===== config.mk =====
export PLATFORM = sky130hd
export DESIGN_NAME = ntsc_pattern_seq
export DESIGN_NICKNAME = d
export VERILOG_FILES = /design/src/rtl/ntsc_pattern_seq.sv
export SDC_FILE = /design/constraint.sdc
export NUM_CORES = 1
export LEC_CHECK = 0
export ABC_AREA = 1
export BUFFER_PORTS_ARGS = -buffer_cell sky130_fd_sc_hd__buf_4
export CORE_MARGIN = 2
export CORE_UTILIZATION = 45
export CTS_CLUSTER_DIAMETER = 150
export DETAILED_ROUTE_END_ITERATION = 10
export PLACE_DENSITY = 0.76
export SETUP_SLACK_MARGIN = 0.15
export SLEW_MARGIN = 20
export SYNTH_ARGS = -nofsm -noshare
export SYNTH_HDL_FRONTEND = slang
export SYNTH_SLANG_ARGS = --single-unit

===== constraint.sdc =====
create_clock -name clk -period 1.5 [get_ports clk]
set_input_delay 0.075 -clock clk [delete_from_list [all_inputs] [get_ports clk]]
set_output_delay 0.075 -clock clk [all_outputs]
set_load 0.05 [all_outputs]

===== src/rtl/ntsc_pattern_seq.sv =====
// Multi-mode RGB332 test-pattern sequencer: bars, palette, grey ramp, scrolling checker, solid.
// 1-clk registered latency from x/y/active_video; no backpressure (free-running pixel stream).
module ntsc_pattern_seq #(
    parameter int          X_W             = 10,
    parameter int          Y_W             = 9,
    parameter int          BAR_SHIFT       = 6,
    parameter int          CHK_SHIFT       = 4,
    parameter int          FRAMES_PER_MODE = 120,
    parameter int          SCROLL_STEP     = 2,
    parameter logic [7:0]  FG_COLOR        = 8'hFF
) (
    input  logic             clk,
    input  logic             rst,
    input  logic [X_W-1:0]   x,
    input  logic [Y_W-1:0]   y,
    input  logic             active_video,
    input  logic             frame_tick,
    input  logic             auto_en,
    input  logic [2:0]       mode_sel,
    input  logic [7:0]       solid_rgb,
    output logic [7:0]       rgb,
    output logic [2:0]       mode,
    output logic             mode_strobe
);

    localparam int CNT_W = (FRAMES_PER_MODE > 1) ? $clog2(FRAMES_PER_MODE) : 1;
    localparam logic [CNT_W-1:0] CNT_LAST = CNT_W'(FRAMES_PER_MODE - 1);

    logic [CNT_W-1:0] cnt;
    logic [X_W-1:0]   offset;

    logic [X_W-1:0]   bar_full;
    logic [2:0]       bar_idx;
    logic [X_W-1:0]   scroll_x;
    logic             chk_bit;
    logic [2:0]       grey;
    logic [7:0]       pattern;
    logic [2:0]       next_mode;
    logic [CNT_W-1:0] next_cnt;
    logic             unused_bits;

    assign unused_bits = ^{x, y, scroll_x, bar_full};

    always_comb begin
        bar_full = x >> BAR_SHIFT;
        bar_idx  = bar_full[2:0];
        scroll_x = x + offset;
        chk_bit  = scroll_x[CHK_SHIFT] ^ y[CHK_SHIFT];
        grey     = x[8:6];
        pattern  = 8'h00;
        case (mode)
            3'd0: begin
                case (bar_idx)
                    3'd0:    pattern = 8'hFF;
                    3'd1:    pattern = 8'hFC;
                    3'd2:    pattern = 8'h1F;
                    3'd3:    pattern = 8'h1C;
                    3'd4:    pattern = 8'hE3;
                    3'd5:    pattern = 8'hE0;
                    3'd6:    pattern = 8'h03;
                    default: pattern = 8'h00;
                endcase
            end
            3'd1:    pattern = {y[6:4], x[8:4]};
            3'd2:    pattern = {grey, grey, grey[2:1]};
            3'd3:    pattern = chk_bit ? FG_COLOR : 8'h00;
            3'd4:    pattern = solid_rgb;
            default: pattern = 8'h00;
        endcase
    end

    // Mode/counter value to load on a frame_tick; codes above 4 clamp to bars.
    always_comb begin
        next_mode = mode;
        next_cnt  = cnt;
        if (!auto_en) begin
            next_mode = (mode_sel > 3'd4) ? 3'd0 : mode_sel;
            next_cnt  = '0;
        end else if (cnt == CNT_LAST) begin
            next_cnt  = '0;
            next_mode = (mode == 3'd4) ? 3'd0 : mode + 3'd1;
        end else begin
            next_cnt  = cnt + 1'b1;
        end
    end

    always_ff @(posedge clk) begin
        if (!rst) begin
            rgb         <= 8'h00;
            mode        <= 3'd0;
            mode_strobe <= 1'b0;
            cnt         <= '0;
            offset      <= '0;
        end else begin
            rgb         <= active_video ? pattern : 8'h00;
            mode_strobe <= frame_tick && (next_mode != mode);
            if (frame_tick) begin
                mode   <= next_mode;
                cnt    <= next_cnt;
                offset <= offset + X_W'(SCROLL_STEP);
            end
        end
    end

endmodule


---- Word level (Yosys, flattened, before mapping) ----
Index checks and enable logic that the tools add are counted.
operators by class
  mux-type cells .......................... 9
  bitwise gates (word level) .............. 1
  equal/unequal tests ..................... 12
  magnitude comparators ................... 1
  add/sub/neg operators ................... 4
  reduce and logical (&&, ||, !) cells .... 4
operators by type and width
  cell                                                   count
  one-hot mux 8 bit (7 select lines)                     1
  one-hot mux 8 bit (5 select lines)                     1
  2-to-1 mux 7 bit                                       2
  == test 3 x 2 -> 1 bit (second input constant)         4
  == test 3 bit (second input constant)                  4
  2-to-1 mux 3 bit                                       4
  adder 10 x 2 -> 10 bit (second input constant)         1
  2-to-1 mux 8 bit                                       1
  adder 7 x 1 -> 7 bit (second input constant)           1
  == test 7 bit (second input constant)                  1
  == test 3 x 1 -> 1 bit (second input constant)         2
  zero test 3 bit                                        2
  adder 5 bit                                            1
  adder 3 x 1 -> 3 bit (second input constant)           1
  greater-than comparator 3 bit (second input constant)  1
  inequality test 3 bit                                  1
  AND reduction 2 bit                                    1
  logical AND 1 bit                                      1
  bitwise XOR 1 bit                                      1
word-level totals
  input bits .............................. 35
  output and inout bits ................... 12
  logic and storage cells ................. 36
  bits in registers ....................... 29

---- Depth between registers and ports, before layout ----
Gate-level depths: netlist (run 1).
  depth after elaboration ................. 6
  gate-level depth with buffers ........... 13
  depth with buffers taken out ............ 12

---- Worst setup path before layout (run 1) ----
OpenSTA, ideal clock, no wires.
  kind .................................... register -> register
  start ................................... reg mode[0]
  end ..................................... reg mode_strobe
  data arrival time ....................... 1,862 ps
  period minus slack after synthesis ...... 1,973 ps
  setup time .............................. 111 ps
  required time ........................... 1,389 ps
  stages on the path, launching flop included .. 12
  slack ................................... -473 ps
  path through ............................ dfxtp_1 > inv_1 > ha_1 > buf_2 > a21oi_1 > nand3_1 > nand3_2 > nand3_1 > nand2_1 > nand2_1 > nor2_1 > nor2_1
between the ends
  word-level cells in the longest chain between the ends .. 6
RTL lines
  element                                                RTL line  RTL
  start, declared                                        22        output logic [2:0] mode,
  start signal, assigned                                 98        mode <= next_mode;
  adder 3 x 1 -> 3 bit or == test 3 bit (tied branches)  81        next_mode = (mode == 3'd4) ? 3'd0 : mode + 3'd1;
  2-to-1 mux 3 bit                                       81
  2-to-1 mux 3 bit                                       79        end else if (cnt == CNT_LAST) begin
  2-to-1 mux 3 bit                                       76        if (!auto_en) begin
  inequality test 3 bit (*)                              96        mode_strobe <= frame_tick && (next_mode != mode);
  logical AND 1 bit (*)                                  96
  end signal, assigned                                   96
  end, declared                                          23        output logic mode_strobe
Every way passes the cells marked *; elsewhere a longest branch is shown, timed or not.
A chain may end at the register's enable or synchronous reset.

---- Worst setup path after layout (run 1) ----
  start ................................... reg mode[1]
  end ..................................... reg rgb[1]
between the ends
  word-level cells in the longest chain between the ends .. 2
RTL lines
  element                                      RTL line  RTL
  == test 3 bit, or another cell as far along  51        case (mode)
  one-hot mux 8 bit (5 select lines) (*)       51
  end signal, assigned                         95        rgb <= active_video ? pattern : 8'h00;
  end, declared                                21        output logic [7:0] rgb,
Marks and branches as above.

==> results of run 1 <==
tightest hold or removal path, stage by stage:
cell     delay (ns)
buf_4          0.16
nand2_1        0.08
nor2_1         0.03
per-layer routing:
metal  vias to the layer above  global-route usage
li1                        765                   -
met1                       693               0.244
met2                        46               0.358
met3                         6              0.0328
met4                         0              0.0571
met5                         -                   0
layout make-up:
cell class,count,area [sq um]
Clock inverter,1,5.00
Fill cell,276,966
Tap cell,33,41.3
Inverter,22,90.1
Multi-Input combinational cell,145,1020
Timing Repair Buffer,51,383
Sequential cell,23,479
Clock buffer,3,22.5
worst max-delay path by stage:
stage                    startpoint                      to  depth (start not counted)
6_report       mode[1]$_SDFFE_PN0P_       rgb[1]$_SDFF_PN0_                          7
4_1_cts        mode[0]$_SDFFE_PN0P_  mode_strobe$_SDFF_PN0_                         12
5_1_grt         cnt[1]$_SDFFE_PN0P_  mode_strobe$_SDFF_PN0_                         12
2_1_floorplan  mode[2]$_SDFFE_PN0P_  mode_strobe$_SDFF_PN0_                         12
3_5_place_dp    cnt[0]$_SDFFE_PN0P_  mode_strobe$_SDFF_PN0_                         12
3_3_place_gp   mode[0]$_SDFFE_PN0P_       rgb[4]$_SDFF_PN0_                          6
sequential cells by signal (all words and copies together), names as in the netlist:
register,count
mode,3
offset,4
mode_strobe,1
cnt,7
rgb,8
kinds of logic after synthesis:
family | Yosys count | synth area share
buffers and inverters | 28 | 0.0783
and+or+nand+nor | 90 | 0.302
AOI/OAI and AO/OA | 43 | 0.188
xor gates and xnor gates | 3 | 0.0189
adders and majority gates | 9 | 0.0810
DFF | 23 | 0.331
power by group through the flow:
stage	Sequential [mW]	Clock, mW	Combinational, mW
after global placement	0.674	0	0.401
final	0.662	0.296	0.467
after global routing	0.666	0.335	0.511
after detailed placement	0.675	0	0.405
after floorplan	0.749	0	0.190
after CTS	0.663	0.308	0.440
timing repair:
action,CTS,global route
setup endpoints to repair,14,15
setup buffers,4,1
hold endpoints to repair,0,0
gates resized for setup,18,18
pin swaps,18,12
synth_stat cells, types with 2 or more instances:
master	instances
nand2_1	38
xor2_1	2
inv_1	21
clkbuf_1	3
nor3_1	2
nand3_2	3
dfxtp_1	23
o21ai_0	10
buf_2	3
a311oi_1	8
a211oi_1	4
ha_1	9
nand3_1	20
nand2_2	4
nor2_1	17
a21oi_1	18
placed cells by master (no fill, tap or decap), types with 3 or more instances in the layout:
master | netlist | routed
o21ai_0 | 10 | 9
nor2_1 | 17 | 15
dfxtp_1 | 23 | 16
inv_4 | 0 | 3
nand3_1 | 20 | 17
nor2_2 | 1 | 3
ha_4 | 0 | 6
buf_4 | 0 | 51
a21oi_2 | 0 | 10
inv_1 | 21 | 17
dfxtp_2 | 0 | 3
nand3_2 | 3 | 5
nand2_1 | 38 | 33
clkbuf_4 | 0 | 3
a311oi_1 | 8 | 7
dfxtp_4 | 0 | 4
a21oi_1 | 18 | 7
nand2_2 | 4 | 9
==> flow_summary_export.csv, run 1 <==
group,metric,value,unit
drt,m1_wl,1540,microns
die,die_x,59.6,microns
synth,synthesis.instances,196,
critical_path,path_buf_inv,2,
drt,drt-vias-per-instance,5.43,
critical_path,critPathSlowestCell,"dfxtp_4",
grt,antenna_violations_before_repair,0,
final_layout,layout-drive-gt1-share,0.453,
hold_path,min-delay-path-class,"in2reg",
hold_path,min_to,"offset[1]$_SDFFE_PN0P_",
clock_tree,cts_hold_repair.buffers,0,
critical_path,crit_path_start_kind,"flip-flop",
clock_tree,tritoncts_clock_tree,"yes",
critical_path,reg2reg_to,"rgb[1]$_SDFF_PN0_",
power,cellInternalPower,934,uW
final_layout,insertedDiodeCount,0,
timing,grt_setup_unrepaired,"true",
clock_tree,tritoncts.num_buffers,3,
placement,gp_congestion,0.842,
timing,worst_case_setup_margin_in_the_final_layout,0.0415,ns
hold_path,number_of_cells_on_the_worst_hold_path,3,
clock_tree,clk_latency,0.31,ns
drt,maxUsedRoutingLayer,"met4",
synth,syn_avg_cell_area,7.09,sq um
power,comb_power_share,0.328,
clock_tree,register_clock_pin_slew_on_the_reported_worst_setup_and_hold_paths,0.14,ns
die,fp.dieArea,3550,sq um
drt,drc_errors,0,
drt,finalWirelength,3540,microns
placement,dp_hpwl,2490,microns
synth,synth_area_leaders,"dfxtp_1 (33%), nand2_1 (10%), ha_1 (8.1%)",
power,p_per_area,700,nW/um^2
clock_tree,longest_clk_path_bufs,2,
timing,fmax,686,MHz
drt,met2_wirelength,1760,microns
timing,hold_ws,0.0608,ns
final_layout,finish.net_count,290,
critical_path,timing.critical_path.slowest_cell_delay,0.42,ns
timing,post-route-min-period,1.46,ns
critical_path,timing.critical_path.max_delay_family,"flip-flops",
synth,synthDominantCellAreaShare,0.331,
power,p_switching,491,uW
die,core-area,3000,sq um
critical_path,highest_fanout_seen_on_the_critical_path,5,
critical_path,cp-end-kind,"flip-flop",
drt,first_pass_iteration_count_of_the_detailed_router,4,
synth,synth.lib_cells_used.distinct,27,
placement,port_buffers,38,
timing,timing.slew.headroom,0.743,
clock_tree,clock_sinks,23,
critical_path,crit_chain,"inv_4 > ha_1 > buf_4 > nand3_1 > nand2_1 > a311oi_1 > a21oi_2",
placement,placed_cells,269,
synth,yosysTopAreaCell,"dfxtp_1",
timing,finalHoldViolations,0,
grt,grt.total_usage,0.200,
critical_path,worst-r2r-setup-slack,0.04,ns
grt,grt_overflow_total,0,
grt,grt_pass1_wl,5530,microns
power,max-vdd-ir-drop,0.000286,V
drt,vias,1510,
hold_path,min_from,"rst",
synth,synth_seq_cells,23,
critical_path,critical_path_arrival,1.65,ns
power,clkPwrFrac,0.208,
critical_path,critical_path_required,1.70,ns
power,total_power,1.42,mW
timing,timing.setup.tns,0,ns
timing,slew_violations,0,
die,design.portCount,47,
final_layout,design_area,2040,sq um
synth,predominant_post_synthesis_flop_cell,"dfxtp_1",
timing,finalClockSkew,0.00961,ns
grt,grt_start_max_net_pins,18,
final_layout,finalCoreUtilization,0.678,
power,cell_leakage_power,0.910,nW
synth,async_sr_flop_fraction,0,
power,switching_share,0.344,
synth,synth_fp_nets,240,
die,row_count,20,
clock_tree,root_buffer,"clkbuf_4",
synth,synth_enable_flop_cells,0,
critical_path,reg2regPathDepth,7,
clock_tree,h_tree_lvl_count,1,
synth,ys_warns,0,
flow_run,max_cap_violations,0,
power,power.share.sequential,0.465,
timing,post_route_fraction_of_the_period_consumed_by_the_critical_path,0.972,
synth,syn_area,1390,sq um
drt,wl_per_cell,12.7,microns
die,starting_utilization_of_the_core_area,0.463,
drt,ant_nets,0,
synth,ys_seq_area_frac,0.331,
final_layout,final_cell_count_no_fill,278,
critical_path,worst-setup-path-type,"reg2reg",
run_status,outcome,"finished, final reports clean",
drt,met3WireLength,202,microns
drt,drt_iter0_drc,45,
final_layout,syn_to_final_growth,46.5,%
placement,post_dp_cell_area,1830,sq um
timing,setup_violations,0,
grt,vias_in_the_first_global_route,1367,
timing,worst_slew_pin_slew,0.385,ns
die,die-height,59.6,microns
placement,post-place-ws,-0.0138,ns
critical_path,reg2reg_start,"mode[1]$_SDFFE_PN0P_",
Note: power is estimated with default switching activity, not from simulation.
==> run 2: changes to the inputs <==
--- a/config.mk
+++ b/config.mk
@@ -8,12 +8,10 @@
 export ABC_AREA = 1
 export BUFFER_PORTS_ARGS = -buffer_cell sky130_fd_sc_hd__buf_4
 export CORE_MARGIN = 2
-export CORE_UTILIZATION = 45
+export CORE_UTILIZATION = 25
 export CTS_CLUSTER_DIAMETER = 150
 export DETAILED_ROUTE_END_ITERATION = 10
-export PLACE_DENSITY = 0.76
 export SETUP_SLACK_MARGIN = 0.15
-export SLEW_MARGIN = 20
 export SYNTH_ARGS = -nofsm -noshare
 export SYNTH_HDL_FRONTEND = slang
 export SYNTH_SLANG_ARGS = --single-unit
==> flow_summary_export.csv, run 2 (synthesized netlist as in run 1, its figures left out) <==
group,metric,value,unit
placement,post_dp_cell_area,1900,sq um
final_layout,max_flop_register,"rgb",
drt,first_pass_iteration_count_of_the_detailed_router,4,
final_layout,syn_to_final_growth,51.8,%
timing,timing.setup.tns,0,ns
flow_run,max_cap_violations,0,
grt,grt_overflow_total,0,
clock_tree,register_clock_pin_slew_on_the_reported_worst_setup_and_hold_paths,0.09,ns
die,design.portCount,47,
grt,grt_pass1_wl,6220,microns
critical_path,cp-end-kind,"flip-flop",
grt,antenna_violations_before_repair,0,
hold_path,min-delay-path-class,"in2reg",
final_layout,design_area,2110,sq um
clock_tree,root_buffer,"clkbuf_8",
critical_path,critical_path_arrival,1.61,ns
clock_tree,tritoncts.num_buffers,3,
power,max-vdd-ir-drop,0.000341,V
grt,grt.total_usage,0.122,
final_layout,largest_reg_flops,8,
timing,post-route-min-period,1.44,ns
die,die_x,78.6,microns
die,fp.dieArea,6170,sq um
timing,grt_setup_unrepaired,"true",
die,core-area,5440,sq um
timing,setup_violations,0,
timing,worst_case_setup_margin_in_the_final_layout,0.0648,ns
timing,finalHoldViolations,0,
clock_tree,tritoncts_clock_tree,"yes",
timing,slew_violations,0,
placement,dp_hpwl,2690,microns
drt,wl_per_cell,11.2,microns
timing,fmax,697,MHz
run_status,outcome,"finished, final reports clean",
critical_path,timing.critical_path.slowest_cell_delay,0.38,ns
die,die-height,78.6,microns
placement,post-place-ws,-0.00163,ns
critical_path,crit_path_start_kind,"flip-flop",
timing,timing.slew.headroom,0.769,
critical_path,critPathSlowestCell,"dfxtp_4",
placement,port_buffers,38,
grt,grt_start_max_net_pins,18,
final_layout,layout-drive-gt1-share,0.444,
clock_tree,h_tree_lvl_count,1,
critical_path,highest_fanout_seen_on_the_critical_path,4,
power,cell_leakage_power,0.932,nW
critical_path,worst-setup-path-type,"reg2reg",
final_layout,finalCoreUtilization,0.388,
drt,drt-vias-per-instance,4.58,
timing,post_route_fraction_of_the_period_consumed_by_the_critical_path,0.957,
die,row_count,27,
clock_tree,clock_sinks,23,
power,p_per_area,724,nW/um^2
timing,finalClockSkew,0.00165,ns
drt,drc_errors,0,
die,starting_utilization_of_the_core_area,0.256,
drt,finalWirelength,3600,microns
placement,gp_congestion,0.864,
timing,worst_slew_pin_slew,0.343,ns
critical_path,critical_path_required,1.67,ns
clock_tree,longest_clk_path_bufs,2,
drt,ant_nets,0,
grt,vias_in_the_first_global_route,1369,
drt,drt_iter0_drc,50,
final_layout,insertedDiodeCount,0,
critical_path,crit_chain,"ha_4 > ha_4 > inv_2 > nand2_4 > nand3_2 > nand3_2 > nand3_2 > nand2_1 > nand2_1 > nor2_1 > nor2_1",
final_layout,most_common_cell_after_layout_fill_and_taps_aside,"buf_4",
drt,vias,1467,
clock_tree,clk_latency,0.27,ns
final_layout,largestRegisters,"rgb (8), cnt (7), offset (4)",
final_layout,layout_common_cells,"buf_4 (53), nand2_1 (32)",
critical_path,cpMostUsedCell,"nand3_2",
final_layout,finish.net_count,293,
-- run 2: changes by cell type in the layout (fill, tap and decap cells not counted), moves of 2 or more --
| cell | previous run | this run |
|---|---|---|
| a21oi_2 | 10 | 5 |
| a21oi_1 | 7 | 13 |
| buf_4 | 51 | 53 |
| clkbuf_8 | 0 | 3 |
| clkbuf_4 | 3 | 0 |
-- run 2: layer usage --
metal | global-route usage | vias up | wire, microns
met2 | 0.197 | 36 | 1700
met3 | 0.0379 | 2 | 226
met4 | 0.0281 | 0 | 16
met5 | 0 | - | 0
met1 | 0.159 | 656 | 1660
li1 | - | 773 | -
-- run 2: area by class of cell --
type	count	area, sq um
clock buffer	3	41.3
clock inverter	1	5.00
fill	560	3330
inverter	22	90.1
multi-input combinational	145	997
sequential	23	477
tap	72	90.1
timing repair buffer	54	409
-- run 2: final timing paths --
path                                from                endpoint  slack (ns)  cells after the start
setup reg to reg    mode[1]$_SDFFE_PN0P_  mode_strobe$_SDFF_PN0_        0.06                     11
hold / removal              solid_rgb[5]       rgb[5]$_SDFF_PN0_        0.11                      3
setup / recovery    mode[1]$_SDFFE_PN0P_  mode_strobe$_SDFF_PN0_        0.06                     11
hold reg to reg   offset[4]$_SDFFE_PN0P_  offset[4]$_SDFFE_PN0P_        0.48                      1
-- run 2: where the power goes --
part | internal, mW | switching (mW)
Clock | 0.186 | 0.213
Combinational | 0.202 | 0.263
Sequential | 0.639 | 0.0246
-- run 2: critical path, delay by kind of cell (launching register included) --
| family | cells | cell delay (ns) |
|---|---|---|
| simple gates | 8 | 0.50 |
| buf+inv | 1 | 0.04 |
| flops | 1 | 0.38 |
| fa+ha+maj | 2 | 0.41 |
-- run 2: per-stage QoR --
| step | std cells | power, mW | hold WS (ns) |
|---|---|---|---|
| after global routing | 320 | 1.63 | 0.123 |
| final | 320 | 1.53 | 0.110 |
| after global placement | 311 | 1.09 | 0.394 |
| after floorplan | 196 | 0.939 | 0.242 |
| after detailed placement | 311 | 1.09 | 0.384 |
| after CTS | 317 | 1.52 | 0.0972 |
-- run 2: repair_timing --
action	in CTS	in global routing
buffers inserted	2	3
gates cloned	0	0
pin swaps	22	11
hold endpoints to repair	0	0
endpoints found under the setup margin	13	14
hold buffers	0	0
resized for setup	16	16
